--- src/rtl/hazard_ctrl.sv ---
// Pipeline sequencer for the 5-stage core: shadow EX/MEM/WB scoreboard, stall/flush/bubble,
// operand-forwarding selects, data-memory freeze FSM and saturating stall/flush counters.
module hazard_ctrl #(
   parameter int unsigned REG_W  = 5,
   parameter int unsigned CNT_W  = 16,
   parameter bit          FWD_EN = 1'b1
) (
   input  logic             clk,
   input  logic             rst_n,
   input  logic             id_valid,
   input  logic [REG_W-1:0] id_rs,
   input  logic [REG_W-1:0] id_rt,
   input  logic             id_uses_rs,
   input  logic             id_uses_rt,
   input  logic             id_wb_enable,
   input  logic [REG_W-1:0] id_write_reg,
   input  logic             id_mem_read,
   input  logic             id_mem_write,
   input  logic             id_is_jump,
   input  logic             ex_br_taken,
   input  logic             dmem_ready,
   output logic             pc_stall,
   output logic             ifid_stall,
   output logic             ifid_flush,
   output logic             idex_bubble,
   output logic             pipe_freeze,
   output logic [1:0]       fwd_a,
   output logic [1:0]       fwd_b,
   output logic [CNT_W-1:0] stall_cnt,
   output logic [CNT_W-1:0] flush_cnt
);

   typedef enum logic [0:0] {StRun, StMemWait} state_e;

   typedef struct packed {
      logic             valid;
      logic             wb;
      logic             mr;
      logic             mw;
      logic [REG_W-1:0] wreg;
      logic [REG_W-1:0] rs;
      logic [REG_W-1:0] rt;
   } entry_t;

   state_e state_q, state_d;
   entry_t ex_q, ex_d, mem_q, mem_d, wb_q, wb_d;
   logic [CNT_W-1:0] stall_cnt_q, stall_cnt_d, flush_cnt_q, flush_cnt_d;

   logic mem_access, freeze, load_use, raw_stall;

   // Does entry e produce a register value that reg r needs?
   function automatic logic writes_reg(entry_t e, logic [REG_W-1:0] r);
      return e.valid & e.wb & (e.wreg != '0) & (e.wreg == r);
   endfunction

   // A load still in MEM has no data yet, so it never forwards.
   function automatic logic [1:0] fwd_sel(entry_t m, entry_t w, logic [REG_W-1:0] r);
      if (writes_reg(m, r) && !m.mr) return 2'b10;
      if (writes_reg(w, r))          return 2'b01;
      return 2'b00;
   endfunction

   assign mem_access = mem_q.valid & (mem_q.mr | mem_q.mw);
   assign freeze     = ((state_q == StMemWait) | mem_access) & ~dmem_ready;

   assign load_use = id_valid & ex_q.valid & ex_q.mr & (ex_q.wreg != '0) &
                     (((ex_q.wreg == id_rs) & id_uses_rs) | ((ex_q.wreg == id_rt) & id_uses_rt));

   assign raw_stall = !FWD_EN & id_valid &
                      ((id_uses_rs & (writes_reg(ex_q, id_rs) | writes_reg(mem_q, id_rs))) |
                       (id_uses_rt & (writes_reg(ex_q, id_rt) | writes_reg(mem_q, id_rt))));

   always_ff @(posedge clk or negedge rst_n) begin
      if (!rst_n) begin
         state_q     <= StRun;
         ex_q        <= '0;
         mem_q       <= '0;
         wb_q        <= '0;
         stall_cnt_q <= '0;
         flush_cnt_q <= '0;
      end else begin
         state_q     <= state_d;
         ex_q        <= ex_d;
         mem_q       <= mem_d;
         wb_q        <= wb_d;
         stall_cnt_q <= stall_cnt_d;
         flush_cnt_q <= flush_cnt_d;
      end
   end

   always_comb begin
      state_d = state_q;
      unique case (state_q)
         StRun:     if (mem_access && !dmem_ready) state_d = StMemWait;
         StMemWait: if (dmem_ready) state_d = StRun;
         default:   state_d = StRun;
      endcase
   end

   always_comb begin
      pc_stall    = 1'b0;
      ifid_stall  = 1'b0;
      ifid_flush  = 1'b0;
      idex_bubble = 1'b0;
      pipe_freeze = 1'b0;
      fwd_a       = 2'b00;
      fwd_b       = 2'b00;
      if (freeze) begin
         pipe_freeze = 1'b1;
         pc_stall    = 1'b1;
         ifid_stall  = 1'b1;
      end else begin
         if (ex_br_taken) begin
            ifid_flush  = 1'b1;
            idex_bubble = 1'b1;
         end else if (load_use || raw_stall) begin
            pc_stall    = 1'b1;
            ifid_stall  = 1'b1;
            idex_bubble = 1'b1;
         end else if (id_is_jump && id_valid) begin
            ifid_flush = 1'b1;
         end
         if (ex_q.valid) begin
            fwd_a = fwd_sel(mem_q, wb_q, ex_q.rs);
            fwd_b = fwd_sel(mem_q, wb_q, ex_q.rt);
         end
      end
   end

   always_comb begin
      ex_d  = ex_q;
      mem_d = mem_q;
      wb_d  = wb_q;
      if (!freeze) begin
         wb_d  = mem_q;
         mem_d = ex_q;
         ex_d  = '{valid: id_valid & ~idex_bubble, wb: id_wb_enable, mr: id_mem_read,
                   mw: id_mem_write, wreg: id_write_reg, rs: id_rs, rt: id_rt};
      end
      stall_cnt_d = stall_cnt_q;
      flush_cnt_d = flush_cnt_q;
      if (pc_stall && stall_cnt_q != '1)   stall_cnt_d = stall_cnt_q + CNT_W'(1);
      if (ifid_flush && flush_cnt_q != '1) flush_cnt_d = flush_cnt_q + CNT_W'(1);
   end

   assign stall_cnt = stall_cnt_q;
   assign flush_cnt = flush_cnt_q;

endmodule

--- config.mk ---
export PLATFORM = sky130hd
export DESIGN_NAME = hazard_ctrl
export DESIGN_NICKNAME = d
export VERILOG_FILES = /design/src/rtl/hazard_ctrl.sv
export SDC_FILE = /design/constraint.sdc
export NUM_CORES = 1
export LEC_CHECK = 0
export ABC_AREA = 0
export CORE_MARGIN = 4
export CORE_UTILIZATION = 50
export CTS_CLUSTER_SIZE = 20
export DETAILED_ROUTE_END_ITERATION = 10
export GPL_TIMING_DRIVEN = 0
export PLACE_DENSITY_LB_ADDON = 0.25
export SETUP_SLACK_MARGIN = 0.4
export SLEW_MARGIN = 20
export SYNTH_ARGS = -nofsm -noshare
export SYNTH_HDL_FRONTEND = slang
export SYNTH_SLANG_ARGS = --single-unit
--- constraint.sdc ---
create_clock -name clk -period 6.45 [get_ports clk]
set_clock_uncertainty 0.2 [all_clocks]
set_input_delay 0.645 -clock clk [delete_from_list [all_inputs] [get_ports clk]]
set_output_delay 0.645 -clock clk [all_outputs]
set_load 0.05 [all_outputs]
==> results.txt, run 1 <==
* Sequential share of the synthesized area: 51.8%
- STA classifies the critical path startpoint as an input pin.
* Critical Setup Path Class: input pin to primary output
* Clock-pin slew of the registers on the worst-case setup and hold paths: roughly 80 ps
- Endpoint required time on the critical path: 5600 ps
- The number of antenna violations at the first check in global routing was 0.
* Cell total after placement: 490
- In this run the horizontal extent of the chip is 89.1 um.
* Number of DRC violations after detailed-routing iteration 0: 175
- Worst min path class: flop to flop
- Largest net degree at the start of global routing: 53
* Post-DRT Antenna Nets: 0
* Worst hold margin: 277 ps
- Setup violations remaining at the end of the flow were counted as 0.
- Total I/O pin count: between 60 and 70
* Final period demand of the worst path: 3990 ps
- Number of buffers inserted by port buffering: 66
* Gate count of the mapped netlist: 346
- Max-cap violations in this run came to 0.
- Cells with a size suffix above 1 make up 5.83% of the layout.
- The number of clock buffers added by TritonCTS is 9.
- Floorplan core area: 6350 sq um
- First-pass GRT wire length: 12300 um
- Worst setup timing slack at the placement stage: 2420 ps
* Endpoint class of the critical path: primary output
* Post-Synthesis Net Count: roughly 370
* Normalized max-slew margin: 66.2%
* Final-report hold violation count: 0
- Layout Area Growth over Synthesis: 29.2%
- After the last flow step, the layout net total stands at 453.
- Number of H-tree branching levels: 3
* Drt pass-1 iters: 5
- Clock net sink count: 68
* Setup repair after global routing missed its margin: false
- Arrival time at the worst endpoint: roughly 3200 ps
* Cell area reported after detailed placement: between 4000 and 5000 sq um
- Leaving out filler cells and counting taps, the final layout contains 506.
- Die area: roughly 7900 sq um
* Starting density of the core: 51.8%
- Final critical-path share of the clock period: 61.9%
- Total grt overflow: 0
- Aggregate routed wire length: 7250 um
- Based on the critical path, the design can be clocked at up to roughly 0.25 GHz.
* Via count of the routed design: approximately 2.6k
* Dominant cells by area after synthesis: sky130_fd_sc_hd__dfrtp_1, sky130_fd_sc_hd__nand2_1, sky130_fd_sc_hd__xnor2_1
* Average wire length per cell after detail routing: 14.3 um
* Fin. max-slew vios: 0
* Ratio of total power to cell area: approximately 360 nW/um^2
- RePlAce Congestion: 0.801
- The flow ran to the end, and the final reports show no timing, DRC or antenna violations.
- Clock tree from TritonCTS: built
- For this run, the number of Yosys warnings is 0.
- IR analysis of the VDD net gives a maximum drop of roughly 0.00028 V.
- Clock latency on the worst-skew pair, taken at its later pin, is 340 ps.
- The design draws 1.51 mW.
* Number of antenna cells inserted: 0
* Static Leak: roughly 1.9 nW
* Average via count per standard cell: 5.19
- Tightest Pin Transition: 506 ps
- Of the post-synthesis cell area, the dominant cell type holds 51.8%.
- Distinct cell type count after synthesis: 34
- Final instance area: 4250 sq um
- Vias in the first global route: 2608
- Once the clock tree was built, the setup fixing pass inserted 0 buffers.
- In this run the worst path has a maximum fanout of 3.
* Post-synthesis cell type with the largest combined area: sky130_fd_sc_hd__dfrtp_1
- Summed over all nets, the half-perimeter wirelength after detailed placement is ~5300 um.
- Counting along the longest clock path gives a buffer depth of 2.
- Post-synthesis cell area: between 3000 and 4000 sq um
- In this run the clock root is driven by a sky130_fd_sc_hd__clkbuf_8.
* Register bit count reported by yosys: 68
- Aggregate negative setup slack: 0 ps
- Global routing used 20.1% of the available tracks across all layers.
- DR DRC count: 0
- Post-layout util: approximately two thirds
- Setup slack after layout: 2460 ps
- The initialized floorplan defines 29 standard-cell rows.
- Measured along the y axis, the die boundary spans 89.1 um.
- The average instance in the mapped netlist occupies 9.50 sq um.
==> flip-flops by register name (all words and copies together) (netlist names) <==
register / count
state_q: 1
stall_cnt: 16
mem_q: 9
flush_cnt: 16
ex_q: 19
wb_q: 7
==> power by group <==
part	switching, mW	leakage, nW	internal [mW]	total, mW
clock	0.157	0.0852	0.147	0.305
combinational	0.327	0.997	0.226	0.553
sequential	0.127	0.855	0.528	0.654
total	0.611	1.94	0.901	1.51
==> cells in the mapped netlist <==
library cell                count
sky130_fd_sc_hd__buf_6          1
sky130_fd_sc_hd__nand2_1      117
sky130_fd_sc_hd__mux2_2         3
sky130_fd_sc_hd__buf_1          1
sky130_fd_sc_hd__and4_1         1
sky130_fd_sc_hd__xor2_1        24
sky130_fd_sc_hd__and3_1         8
sky130_fd_sc_hd__dfrtp_1       68
sky130_fd_sc_hd__a31oi_4        1
sky130_fd_sc_hd__nor4_1         5
sky130_fd_sc_hd__o31a_1         1
sky130_fd_sc_hd__xnor2_1       35
sky130_fd_sc_hd__nand3_1       12
sky130_fd_sc_hd__ha_1           2
sky130_fd_sc_hd__a21o_1         1
sky130_fd_sc_hd__o2111ai_1      1
sky130_fd_sc_hd__clkbuf_1       7
sky130_fd_sc_hd__o22a_1         1
sky130_fd_sc_hd__o21ai_1        1
sky130_fd_sc_hd__inv_1          6
sky130_fd_sc_hd__or2_2          1
sky130_fd_sc_hd__and2_1         6
sky130_fd_sc_hd__nand4_1       11
sky130_fd_sc_hd__or4_1          3
sky130_fd_sc_hd__and2_0         1
sky130_fd_sc_hd__nor3_1         7
sky130_fd_sc_hd__o2111ai_2      1
sky130_fd_sc_hd__a32oi_1        1
sky130_fd_sc_hd__o2111a_1       1
sky130_fd_sc_hd__o21ai_0        2
sky130_fd_sc_hd__nand4b_1       1
sky130_fd_sc_hd__or3_1          1
sky130_fd_sc_hd__buf_4          2
sky130_fd_sc_hd__nor2_1        12
==> cell usage in the layout (no fill, tap or decap), types with 2 or more instances in the layout <==
cell / count
sky130_fd_sc_hd__xnor2_1: 35
sky130_fd_sc_hd__nand2_1: 117
sky130_fd_sc_hd__and3_1: 8
sky130_fd_sc_hd__inv_1: 6
sky130_fd_sc_hd__clkinv_2: 2
sky130_fd_sc_hd__nor3_1: 7
sky130_fd_sc_hd__mux2_2: 3
sky130_fd_sc_hd__dfrtp_1: 68
sky130_fd_sc_hd__clkdlybuf4s50_1: 65
sky130_fd_sc_hd__nand4_1: 11
sky130_fd_sc_hd__nor2_1: 12
sky130_fd_sc_hd__buf_4: 3
sky130_fd_sc_hd__clkbuf_8: 10
sky130_fd_sc_hd__or4_1: 3
sky130_fd_sc_hd__xor2_1: 24
sky130_fd_sc_hd__ha_1: 2
sky130_fd_sc_hd__and2_1: 6
sky130_fd_sc_hd__nand3_1: 12
sky130_fd_sc_hd__clkbuf_1: 8
sky130_fd_sc_hd__o21ai_0: 2
sky130_fd_sc_hd__nor4_1: 5
==> cells by family (layout without fill, tap and decap cells) <==
kind of cell	Yosys count	after routing	share of synthesized area, %
compound gates	11	11	3.20
xor+xnor	59	59	15.7
fa+ha+maj	2	2	0.761
buf+inv	17	100	2.40
flops	68	68	51.8
mux	3	3	1.03
simple gates	186	186	25.1
==> metal layers <==
layer	GRT usage, %	routed length (um)
met5	0	0
met4	5.95	51
met3	6.36	477
met2	32.5	3460
met1	26.1	3260
==> worst paths after layout <==
kind / startpoint / to / slack (ps) / cells past startpoint
max in group asynchronous: rst_n / flush_cnt[4] / 5010 / 3
min in group asynchronous: rst_n / ex_q[17] / 520 / 2
setup reg to reg: ex_q[14] / stall_cnt[6] / 3870 / 8
setup / recovery: id_rs[3] / pc_stall / 2460 / 8
hold / removal: ex_q[15] / ex_q[15] / 280 / 2
hold reg to reg: ex_q[15] / ex_q[15] / 280 / 2
==> critical path: stages <==
cell	delay [ps]
sky130_fd_sc_hd__clkdlybuf4s50_1	470
sky130_fd_sc_hd__xor2_1	160
sky130_fd_sc_hd__nor4_1	310
sky130_fd_sc_hd__a32oi_1	190
sky130_fd_sc_hd__o31a_1	390
sky130_fd_sc_hd__inv_1	100
sky130_fd_sc_hd__buf_4	100
sky130_fd_sc_hd__clkdlybuf4s50_1	780
==> area by class of cell <==
| cell class | count | area (sq um) |
|---|---|---|
| fillers | 530 | 2100 |
| flip-flops and latches | 68 | 1700 |
| multi-input cells | 261 | 1510 |
| repair buffers | 68 | 696 |
| clock buffers | 11 | 141 |
| well taps | 77 | 96.3 |
| plain buffers | 11 | 56.3 |
| clock inverters | 4 | 26.3 |
| inverters | 6 | 22.5 |
==> repair_timing <==
action | CTS | global route
hold endpoints to repair | 16 | 0
hold buffers | 1 | 0
setup endpoints to repair | 0 | 0
resized for setup | 0 | 0
Power figures use the tool's default switching activity.
==> run 2, diff against run 1 <==
==> constraint.sdc (replaced) <==
create_clock -name clk -period 3.99 [get_ports clk]
set_clock_uncertainty 0.2 [all_clocks]
set_input_delay 0.399 -clock clk [delete_from_list [all_inputs] [get_ports clk]]
set_output_delay 0.399 -clock clk [all_outputs]
set_load 0.05 [all_outputs]
==> run 2 against run 1 <==
Compared with the run above:
- wire length is 0.52% higher
- combinational power up 62%
- register-to-register slack got worse by 2500 ps
- sequential power grew 62%
==> results.txt, run 2 (synthesis results as in run 1) <==
* Aggregate negative setup slack: 0 ps
- Layout cells sized above 1: just under 6%
* Leading cell types in the layout, fill and taps excluded: sky130_fd_sc_hd__nand2_1, sky130_fd_sc_hd__dfrtp_1, sky130_fd_sc_hd__clkdlybuf4s50_1
* Static Leak: about 2 nW
- GRT Util Overall: 20.1%
- Arrival time at the worst endpoint: around 2900 ps
- End point of the critical path: ifid_flush
* DR DRC count: 0
* Terminus of the critical flop-to-flop path: stall_cnt[6]
- The number of max-slew violations in the final report was 0.
- Layout fillers: 532
- Vertical die dimension: 89.1 um
* Total grt overflow: 0
- In this run the deepest clock path goes through 2 buffers.
* Rows: 29
- Across the run, the number of max-cap violations was 0.
* Total Nets Final: 453
- Power spread over the standard cell area amounts to between 500 and 600 nW/um^2.
- The total area inside the core boundary comes to about 6300 sq um.
- Of the available clock period, the critical path in the final layout requires about 88%.
- More flip-flops sit in one register than any other, and that register is ex_q.
- Max reg flops: 19
- First-pass GRT wire length: 12300 um
- CTS buffer count: 9
- Launch instance of the worst register-to-register path: ex_q[14]
- Initial antenna violation count: 0
- In this run the register-to-register setup slack is 1390 ps.
* Average wire length per cell after detail routing: 14.4 um
- Worst R2R Path Depth: 8
- Clock Root Buffer: sky130_fd_sc_hd__clkbuf_8
- Die W: 89.1 um
- STA puts the critical path data required time at 3390 ps.
- After the first detailed-routing iteration, the DRC count stood at 157.
- Once detailed placement completed, the half-perimeter wirelength came to 5320 um.
- The worst setup path is launched from an input pin.
- Worst hold margin: 270 ps
* Largest net degree at the start of global routing: 53
* Worst setup timing slack at the placement stage: approximately 450 ps
- Number of buffers inserted by port buffering: 66
- Tightest Pin Transition: between 500 and 600 ps
* Clock net sink count: 68
- Summing all non-filler instances in the final layout gives an area of 4250 sq um.
- Most frequent standard cell in the layout excluding fill and tap cells: sky130_fd_sc_hd__nand2_1
- Vias in the first global route: 2608
* Average via count per standard cell: 5.19
* Drt pass-1 iters: 4
- Setup violations remaining at the end of the flow were counted as 0.
- Via count of the routed design: roughly 2.6k
- Clock-pin slew of the registers on the worst-case setup and hold paths: 70 ps
- Maximum fanout count along the critical path: 3
- Worst min path class: input pin to asynchronous set/reset pin
* Clock latency at the later pin of the worst-skew pair: 340 ps
- The routed design has about 7300 um of wire.
- Starting density of the core: 51.8%
* Cell area reported after detailed placement: around 4100 sq um
- Die area: 7940 sq um
* Normalized max-slew margin: 65.7%
- The sequential cells in the finished layout cover a total of 1700 sq um.
* Setup repair after global routing missed its margin: false
- Once detail routing completed, the nets flagged for antenna violations numbered 0.
* Peak Freq: between 0.2 and 0.3 GHz
- TritonCTS built the clock tree.
- Setup slack after layout: 497 ps
- The smallest clock period supported by the final layout is computed as 3490 ps.
- During I/O placement, the number of pins put on the boundary was 67.
- RePlAce Congestion: 0.801
- Result of the run: finished clean
- VDD IR max: around 0.00046 V
- Worst Setup SP: id_rt[4]
- Number of H-tree branching levels: 3
* Endpoint class of the critical path: primary output
- Layout Area Growth over Synthesis: 29.3%
- The final-report hold violation count came to 0.
- Critical Setup Path Class: input pin to primary output
* Number of antenna cells inserted: 0
- Summing all multi-input logic gate instances after layout gives approximately 1500 sq um.
run 2: routing by layer:
| metal | GRT usage, % | up-vias | share of wire (%) | wire, um |
|---|---|---|---|---|
| li1 | - | 1285 | - | - |
| met1 | 26.1 | 1277 | 46 | 3330 |
| met2 | 32.5 | 57 | 48 | 3500 |
| met3 | 6.36 | 6 | 5.6 | 410 |
| met4 | 5.95 | 0 | 0.70 | 51 |
| met5 | 0 | - | 0 | 0 |
run 2: worst min-delay path by stage:
stage / slack (ps) / depth (start not counted) / from / to
after floorplan: -100 / 0 / rst_n / ex_q[0]
after global placement: 250 / 2 / ex_q[17] / ex_q[17]
after detailed placement: 90 / 1 / rst_n / ex_q[17]
after CTS: 270 / 2 / rst_n / ex_q[17]
after global routing: 290 / 2 / rst_n / flush_cnt[11]
final: 270 / 2 / rst_n / ex_q[17]
run 2: per-stage QoR:
step	util, %	std cells	power (mW)
after floorplan	-	346	1.66
after global placement	63.7	489	1.94
after detailed placement	64.1	490	1.97
after CTS	66.8	506	2.47
after global routing	67.0	506	2.61
final	67.0	506	2.45
run 2: final cells by class:
type,count,share of cell area (%)
multi-input combinational,261,35.4
buffer,11,1.32
tap,77,2.27
timing repair buffer,68,16.5
clock inverter,4,0.618
clock buffer,11,3.33
sequential,68,40.0
inverter,6,0.530
run 2: what timing repair did:
item	in CTS	in global routing
resized for setup	2	3
setup endpoints to repair	2	3
setup buffers	0	0
hold buffers	1	0
endpoints found under the hold margin	16	0
run 2: worst max-delay path, stage by stage:
cell	delay, ps
sky130_fd_sc_hd__clkdlybuf4s50_1	460
sky130_fd_sc_hd__xor2_1	170
sky130_fd_sc_hd__nor4_1	360
sky130_fd_sc_hd__a32oi_1	150
sky130_fd_sc_hd__o2111a_1	320
sky130_fd_sc_hd__or2_2	320
sky130_fd_sc_hd__clkdlybuf4s50_1	710
run 2: report_power, final:
group | internal [mW] | switching [mW] | total, mW
Combinational | 0.365 | 0.529 | 0.894
Sequential | 0.853 | 0.206 | 1.06
Clock | 0.238 | 0.254 | 0.493
Total | 1.46 | 0.990 | 2.45
